--- src/rtl/fetch_pkg.sv ---
// Shared definitions for the instruction fetch front-end: default sizing,
// reset PC, the PC step and the {pc, instr} fetch entry layout.
package fetch_pkg;

  localparam int unsigned FETCH_ADDR_W     = 32;
  localparam int unsigned FETCH_DATA_W     = 32;
  localparam int unsigned DEFAULT_DEPTH    = 4;
  localparam logic [FETCH_ADDR_W-1:0] DEFAULT_RESET_PC = '0;
  localparam int unsigned PC_INC           = 4;

  // One prefetched instruction together with the address it was read from.
  typedef struct packed {
    logic [FETCH_ADDR_W-1:0] pc;
    logic [FETCH_DATA_W-1:0] instr;
  } fetch_entry_t;

endpackage

--- src/rtl/fetch_fifo.sv ---
// DEPTH-entry synchronous FIFO used as the fetch prefetch queue.
// Flush has priority over push/pop. Head data comes straight from storage,
// so the head is a registered value. DEPTH must be a power of two so the
// pointers wrap naturally.
module fetch_fifo #(
  parameter int unsigned WIDTH = 64,
  parameter int unsigned DEPTH = 4
) (
  input  logic                     clk,
  input  logic                     rst_n,
  input  logic                     push_i,
  input  logic [WIDTH-1:0]         push_data_i,
  input  logic                     pop_i,
  input  logic                     flush_i,
  output logic [WIDTH-1:0]         head_o,
  output logic [$clog2(DEPTH):0]   count_o
);

  localparam int unsigned PW = $clog2(DEPTH);
  localparam int unsigned CW = $clog2(DEPTH) + 1;

  logic [WIDTH-1:0] mem_q [DEPTH];
  logic [PW-1:0]    rd_ptr_q, rd_ptr_d;
  logic [PW-1:0]    wr_ptr_q, wr_ptr_d;
  logic [CW-1:0]    count_q, count_d;
  logic             do_push, do_pop;

  assign do_pop  = pop_i && (count_q != '0);
  assign do_push = push_i && ((count_q != CW'(DEPTH)) || do_pop);

  // Next pointer/count values; a flush empties the queue outright.
  always_comb begin
    rd_ptr_d = rd_ptr_q;
    wr_ptr_d = wr_ptr_q;
    count_d  = count_q;
    if (flush_i) begin
      rd_ptr_d = '0;
      wr_ptr_d = '0;
      count_d  = '0;
    end else begin
      if (do_push) wr_ptr_d = wr_ptr_q + PW'(1);
      if (do_pop)  rd_ptr_d = rd_ptr_q + PW'(1);
      count_d = count_q + CW'(do_push) - CW'(do_pop);
    end
  end

  // Pointer and occupancy registers.
  always_ff @(posedge clk or negedge rst_n) begin
    if (!rst_n) begin
      rd_ptr_q <= '0;
      wr_ptr_q <= '0;
      count_q  <= '0;
    end else begin
      rd_ptr_q <= rd_ptr_d;
      wr_ptr_q <= wr_ptr_d;
      count_q  <= count_d;
    end
  end

  // Entry storage; cleared on reset so the idle head reads as zero.
  always_ff @(posedge clk or negedge rst_n) begin
    if (!rst_n) begin
      for (int i = 0; i < int'(DEPTH); i++) mem_q[i] <= '0;
    end else if (do_push && !flush_i) begin
      mem_q[wr_ptr_q] <= push_data_i;
    end
  end

  assign head_o  = mem_q[rd_ptr_q];
  assign count_o = count_q;

endmodule

--- src/rtl/fetch_stage.sv ---
// Instruction fetch front-end: owns the fetch PC, issues one sequential
// instruction-memory read per cycle while queue credit allows, buffers the
// returned words with their PCs and presents the queue head to decode.
// A redirect flushes the queue, kills the in-flight read and restarts at
// redirect_pc. Optional performance counters are built when the macro
// FETCH_PERF_EN is defined.
//
// Handshake: an instruction transfers to decode on every rising edge where
// if_valid && id_ready. if_valid/if_pc/if_instr are registered and hold their
// values while id_ready is low; if_valid never drops without a transfer
// except on redirect or reset.
module fetch_stage
  import fetch_pkg::*;
#(
  parameter int unsigned ADDR_WIDTH = 32,
  parameter int unsigned DATA_WIDTH = 32,
  parameter int unsigned DEPTH      = DEFAULT_DEPTH,
  parameter logic [ADDR_WIDTH-1:0] RESET_PC = ADDR_WIDTH'(DEFAULT_RESET_PC)
) (
  input  logic                  clk,
  input  logic                  reset,
  output logic                  imem_req,
  output logic [ADDR_WIDTH-1:0] imem_addr,
  input  logic [DATA_WIDTH-1:0] imem_rdata,
  input  logic                  redirect_valid,
  input  logic [ADDR_WIDTH-1:0] redirect_pc,
  output logic                  if_valid,
  output logic [DATA_WIDTH-1:0] if_instr,
  output logic [ADDR_WIDTH-1:0] if_pc,
  input  logic                  id_ready
`ifdef FETCH_PERF_EN
  ,
  output logic [31:0]           perf_bubbles,
  output logic [15:0]           perf_redirects
`endif
);

  localparam int unsigned CW = $clog2(DEPTH) + 1;
  localparam int unsigned UW = CW + 1;
  localparam int unsigned EW = ADDR_WIDTH + DATA_WIDTH;

  logic [ADDR_WIDTH-1:0] fetch_pc_q, fetch_pc_d;
  logic [ADDR_WIDTH-1:0] req_pc_q, req_pc_d;
  logic                  inflight_q, inflight_d;
  logic [CW-1:0]         fifo_count;
  logic [UW-1:0]         used;
  logic                  credit_ok;
  logic                  push, pop;
  logic [EW-1:0]         head;

  // Credit counts queued entries plus the outstanding read; a pop in the
  // same cycle is deliberately not credited, which keeps the path short.
  assign used      = {1'b0, fifo_count} + {{CW{1'b0}}, inflight_q};
  assign credit_ok = used < UW'(DEPTH);

  assign imem_req  = reset && !redirect_valid && credit_ok;
  assign imem_addr = fetch_pc_q;

  // A redirect kills the returning read and voids any pop in that cycle.
  assign push = inflight_q && !redirect_valid;
  assign pop  = if_valid && id_ready && !redirect_valid;

  // Next fetch PC, PC of the outstanding read and in-flight flag.
  always_comb begin
    fetch_pc_d = fetch_pc_q;
    req_pc_d   = req_pc_q;
    inflight_d = imem_req;
    if (redirect_valid) begin
      fetch_pc_d = redirect_pc;
    end else if (imem_req) begin
      req_pc_d   = fetch_pc_q;
      fetch_pc_d = fetch_pc_q + ADDR_WIDTH'(PC_INC);
    end
  end

  // Fetch PC / in-flight tracking registers.
  always_ff @(posedge clk or negedge reset) begin
    if (!reset) begin
      fetch_pc_q <= RESET_PC;
      req_pc_q   <= '0;
      inflight_q <= 1'b0;
    end else begin
      fetch_pc_q <= fetch_pc_d;
      req_pc_q   <= req_pc_d;
      inflight_q <= inflight_d;
    end
  end

  fetch_fifo #(
    .WIDTH (EW),
    .DEPTH (DEPTH)
  ) u_fifo (
    .clk         (clk),
    .rst_n       (reset),
    .push_i      (push),
    .push_data_i ({req_pc_q, imem_rdata}),
    .pop_i       (pop),
    .flush_i     (redirect_valid),
    .head_o      (head),
    .count_o     (fifo_count)
  );

  assign if_valid = (fifo_count != '0);
  assign if_pc    = head[EW-1:DATA_WIDTH];
  assign if_instr = head[DATA_WIDTH-1:0];

`ifdef FETCH_PERF_EN
  logic [31:0] perf_bubbles_q;
  logic [15:0] perf_redirects_q;

  // Bubble and redirect counters; both wrap silently.
  always_ff @(posedge clk or negedge reset) begin
    if (!reset) begin
      perf_bubbles_q   <= '0;
      perf_redirects_q <= '0;
    end else begin
      if (!if_valid)      perf_bubbles_q   <= perf_bubbles_q + 32'd1;
      if (redirect_valid) perf_redirects_q <= perf_redirects_q + 16'd1;
    end
  end

  assign perf_bubbles   = perf_bubbles_q;
  assign perf_redirects = perf_redirects_q;
`endif

endmodule

--- config.mk ---
export PLATFORM = sky130hd
export DESIGN_NAME = fetch_stage
export DESIGN_NICKNAME = d
export VERILOG_FILES = /design/src/rtl/fetch_pkg.sv /design/src/rtl/fetch_fifo.sv /design/src/rtl/fetch_stage.sv
export SDC_FILE = /design/constraint.sdc
export NUM_CORES = 1
export LEC_CHECK = 0
export CELL_PAD_IN_SITES_DETAIL_PLACEMENT = 0
export CELL_PAD_IN_SITES_GLOBAL_PLACEMENT = 2
export CORE_MARGIN = 3
export CORE_UTILIZATION = 35
export CTS_CLUSTER_DIAMETER = 50
export CTS_CLUSTER_SIZE = 8
export DETAILED_ROUTE_END_ITERATION = 7
export PLACE_DENSITY = 0.66
export SYNTH_ARGS = -nofsm -noshare
export SYNTH_HDL_FRONTEND = slang
export SYNTH_SLANG_ARGS = --single-unit
--- constraint.sdc ---
create_clock -name clk -period 2.9 [get_ports clk]
set_input_delay 0.725 -clock clk [delete_from_list [all_inputs] [get_ports clk]]
set_output_delay 0.725 -clock clk [all_outputs]
set_load 0.01 [all_outputs]
==> impl_results.md <==
* Leak at 9.37 nW
* Endpoint class of the critical path: primary output
* Top cell type's share of synthesized area at 0.520
* All-layer global routing usage at 0.166
* H-tree depth at 2
* Met2 Wirelength at 17.5 mm
* CTS buffer count at 50
* Largest net degree at the start of global routing at 153
* Reg2reg start: u_fifo.count_o[1]
* Synthesized area per cell at 17.0 um^2
* Post-synthesis register bit count at 328
* RSZ-0062 raised after global routing: yes
* Crit path buf inv count at 3
* Top routing layer used: met5
* Via density at 4.96
* Top achievable clock speed at 348 MHz
* CTS sink count at 328
* Initial antenna violation count at 1
* Sequential area share after synthesis at 0.520
* Inst Count DP at 1681
* Critical path depth in cells at 4
* Worst-path clk slew at 50 ps
* Crit path largest cell delay at 560 ps
* Crit share post-route at 0.990
* IO Pins at 166
* Deepest clock path buffer count at 3
* R2R depth at 7
* Slew Limit Headroom at 0.365
* Asr flop ratio synth at 1.00
* Reg2reg end: imem_addr[23]
* Gpl congestion at 0.740
* WL met1 at 18.6 mm
* Post-synth EDFFs at 0
* Final worst slack at 29.7 ps
* Worst skew pair latency at 570 ps
* DRT Pass-1 Iters at 4
* Top_reg_cell synth: dfrtp_1
* Power per cell area at 937 nW/um^2
* Worst R2R Setup Slack at 510 ps
* Die area at 47600 um^2
* Post-DR wirelength/cell at 22.0 um
* Worst setup path category: flop to primary output
* Die H at 218 um
* Final nets at 1228
* Cell variety after synth at 42
* Critical-path top delay cell: mux4_2
* Crit Path Max Fanout at 7
* Post-route ant nets at 0
* Syn Inst Count at 929
* Antenna Cells at 0
* Placed cell area at 18200 um^2
* Most frequent cells in the layout: dfrtp_1, mux2_4, clkdlybuf4s50_1
* DP Wirelength at 24.9 mm
* Startpoint class of the critical path: flop
* Count of final hold-check violations at 0
* Mapped Area at 15800 um^2
* Final Cell Area at 19700 um^2
* Setup Skew at 22.0 ps
* Syn Nets at 1006
* Hold Path Class: input pin to async pin
* Core area at 44300 um^2
* Fin crit period at 2870 ps
* Clk root buf: clkbuf_16
* CTS Hold Bufs at 0
* Worst Path Required at 2170 ps
* Starting DRT DRC Count at 468
* Commonest non-fill, non-tap cell in the layout: dfrtp_1
* CTS tree: done
* Starting density of the core at 0.356
* Layout area overhead at 24.8%
* Area leader, netlist: dfrtp_1
* Share of layout cells above drive strength 1 at 0.465
* CP Data Arrival Time at 2150 ps
* Vias at 8726
* Max Transition Viols Final at 0
* WL met3 at 1.89 mm
* Filler cell count at 3978
* Yosys warning count at 0
* Status: completed
* Max rail drop VDD at 0.387 mV
* Top Family by Delay on Critical Path: buffers and inverters
* Critical path, cell by cell: buf_4, buf_8, mux4_2, clkdlybuf4s15_2
* Total wire length at 38.7 mm
* # DRC at 0
* Vias in the first global route at 9530
* Place WS at 1.37 ps
* Chip width at 218 um
* First-pass GRT wire length at 60.7 mm
* Max-Cap Viols at 0
* Final Non-Filler Cells at 1758
* IO Port Bufs at 165
* Slew @ Worst Pin at 953 ps
* Synth area leaders: dfrtp_1, mux2_4, mux4_2, mux2_2, buf_12
* Grt ovf at 0
* Std cell rows at 77
* Final setup viols at 0
[where the power goes]
part	internal [mW]	total [mW]	switching, mW
combinational	3.79	6.02	2.23
sequential	5.96	6.98	1.02
clock	3.42	5.43	2.01
total	13.2	18.4	5.26
[logic make-up (layout without fill, tap and decap cells)]
| group | after synthesis | in the layout | share of synthesized area |
|---|---|---|---|
| simple gates | 109 | 109 | 0.0420 |
| mux | 360 | 360 | 0.360 |
| flops | 328 | 328 | 0.520 |
| buf+inv | 63 | 300 | 0.0424 |
| xor+xnor | 25 | 25 | 0.0139 |
| fa+ha+maj | 9 | 9 | 0.00762 |
| compound gates | 35 | 35 | 0.0140 |
[registers in the layout, summed over array words and instances (netlist names)]
register and flops:
u_fifo.mem_q 256, imem_addr 32, req_pc_q 32, u_fifo.count_o 3, u_fifo.rd_ptr_q 2, u_fifo.wr_ptr_q 2, inflight_q 1
[synthesized netlist by cell type (2+ instances only)]
cell / count
and4_1: 2
buf_1: 5
nor2_1: 11
inv_1: 8
buf_4: 3
buf_12: 25
a31oi_1: 6
xnor2_1: 6
xor2_1: 19
nand2_1: 32
clkbuf_1: 10
or3_1: 6
mux2_4: 240
mux4_2: 64
nor3_1: 5
nor2b_1: 2
buf_2: 11
o31ai_1: 2
and2_1: 2
and3_4: 2
nand2_8: 4
mux2i_1: 2
mux2_2: 54
nor4_1: 3
nand4_1: 16
nand3_2: 3
nand3_1: 10
dfrtp_1: 328
o21ai_0: 24
and3_1: 5
ha_1: 8
[through the flow]
step | setup TNS (ps) | hold slack (ps) | utilization | total power [mW]
2_1_floorplan | 0 | 429 | - | 10.5
3_3_place_gp | 0 | 484 | 0.411 | 13.3
3_5_place_dp | 0 | 489 | 0.411 | 13.3
4_1_cts | -709 | 275 | 0.446 | 18.8
5_1_grt | -638 | 306 | 0.444 | 19.4
6_report | 0 | 283 | 0.444 | 18.4
[per-layer routing]
metal / up-vias / global-route usage
met1: 4595 / 0.243
met4: 2 / 0.0415
li1: 3865 / -
met5: - / 0
met3: 58 / 0.0362
met2: 206 / 0.252
[worst register-to-register path, stage by stage, from the launching register on]
cell and delay (ps):
dfrtp_1 390, ha_1 220, o211a_1 230, o32ai_4 280, buf_4 360, nand3_2 230
or4_1 430, a31oi_1 160
[final cells by class]
type / instances / area, um^2 / area share
clock buffers: 60 / 1360 / 0.0692
clock inverters: 7 / 88.8 / 0.00451
inverters: 9 / 33.8 / 0.00172
multi-input cells: 538 / 6900 / 0.350
flip-flops and latches: 328 / 8220 / 0.417
well taps: 592 / 741 / 0.0376
repair buffers: 224 / 2350 / 0.119
[timing repair]
action                     4_1_cts  5_1_grt
buffers inserted                 6        0
gates cloned                     3        1
setup endpoints to repair       65       45
resized for setup              167       28
pin swaps                        1        3
[how the worst max path moves through the flow]
stage | from | to | slack (ps)
floorplan | redirect_valid | u_fifo.count_o[2] | 240
global placement | id_ready | u_fifo.mem_q[249] | 20
detailed placement | id_ready | u_fifo.mem_q[167] | 1
CTS | u_fifo.rd_ptr_q[0] | if_instr[22] | -120
global route | u_fifo.rd_ptr_q[0] | if_pc[29] | -60
finish | u_fifo.rd_ptr_q[0] | if_pc[25] | 30
(Power assumes the default switching activity.)
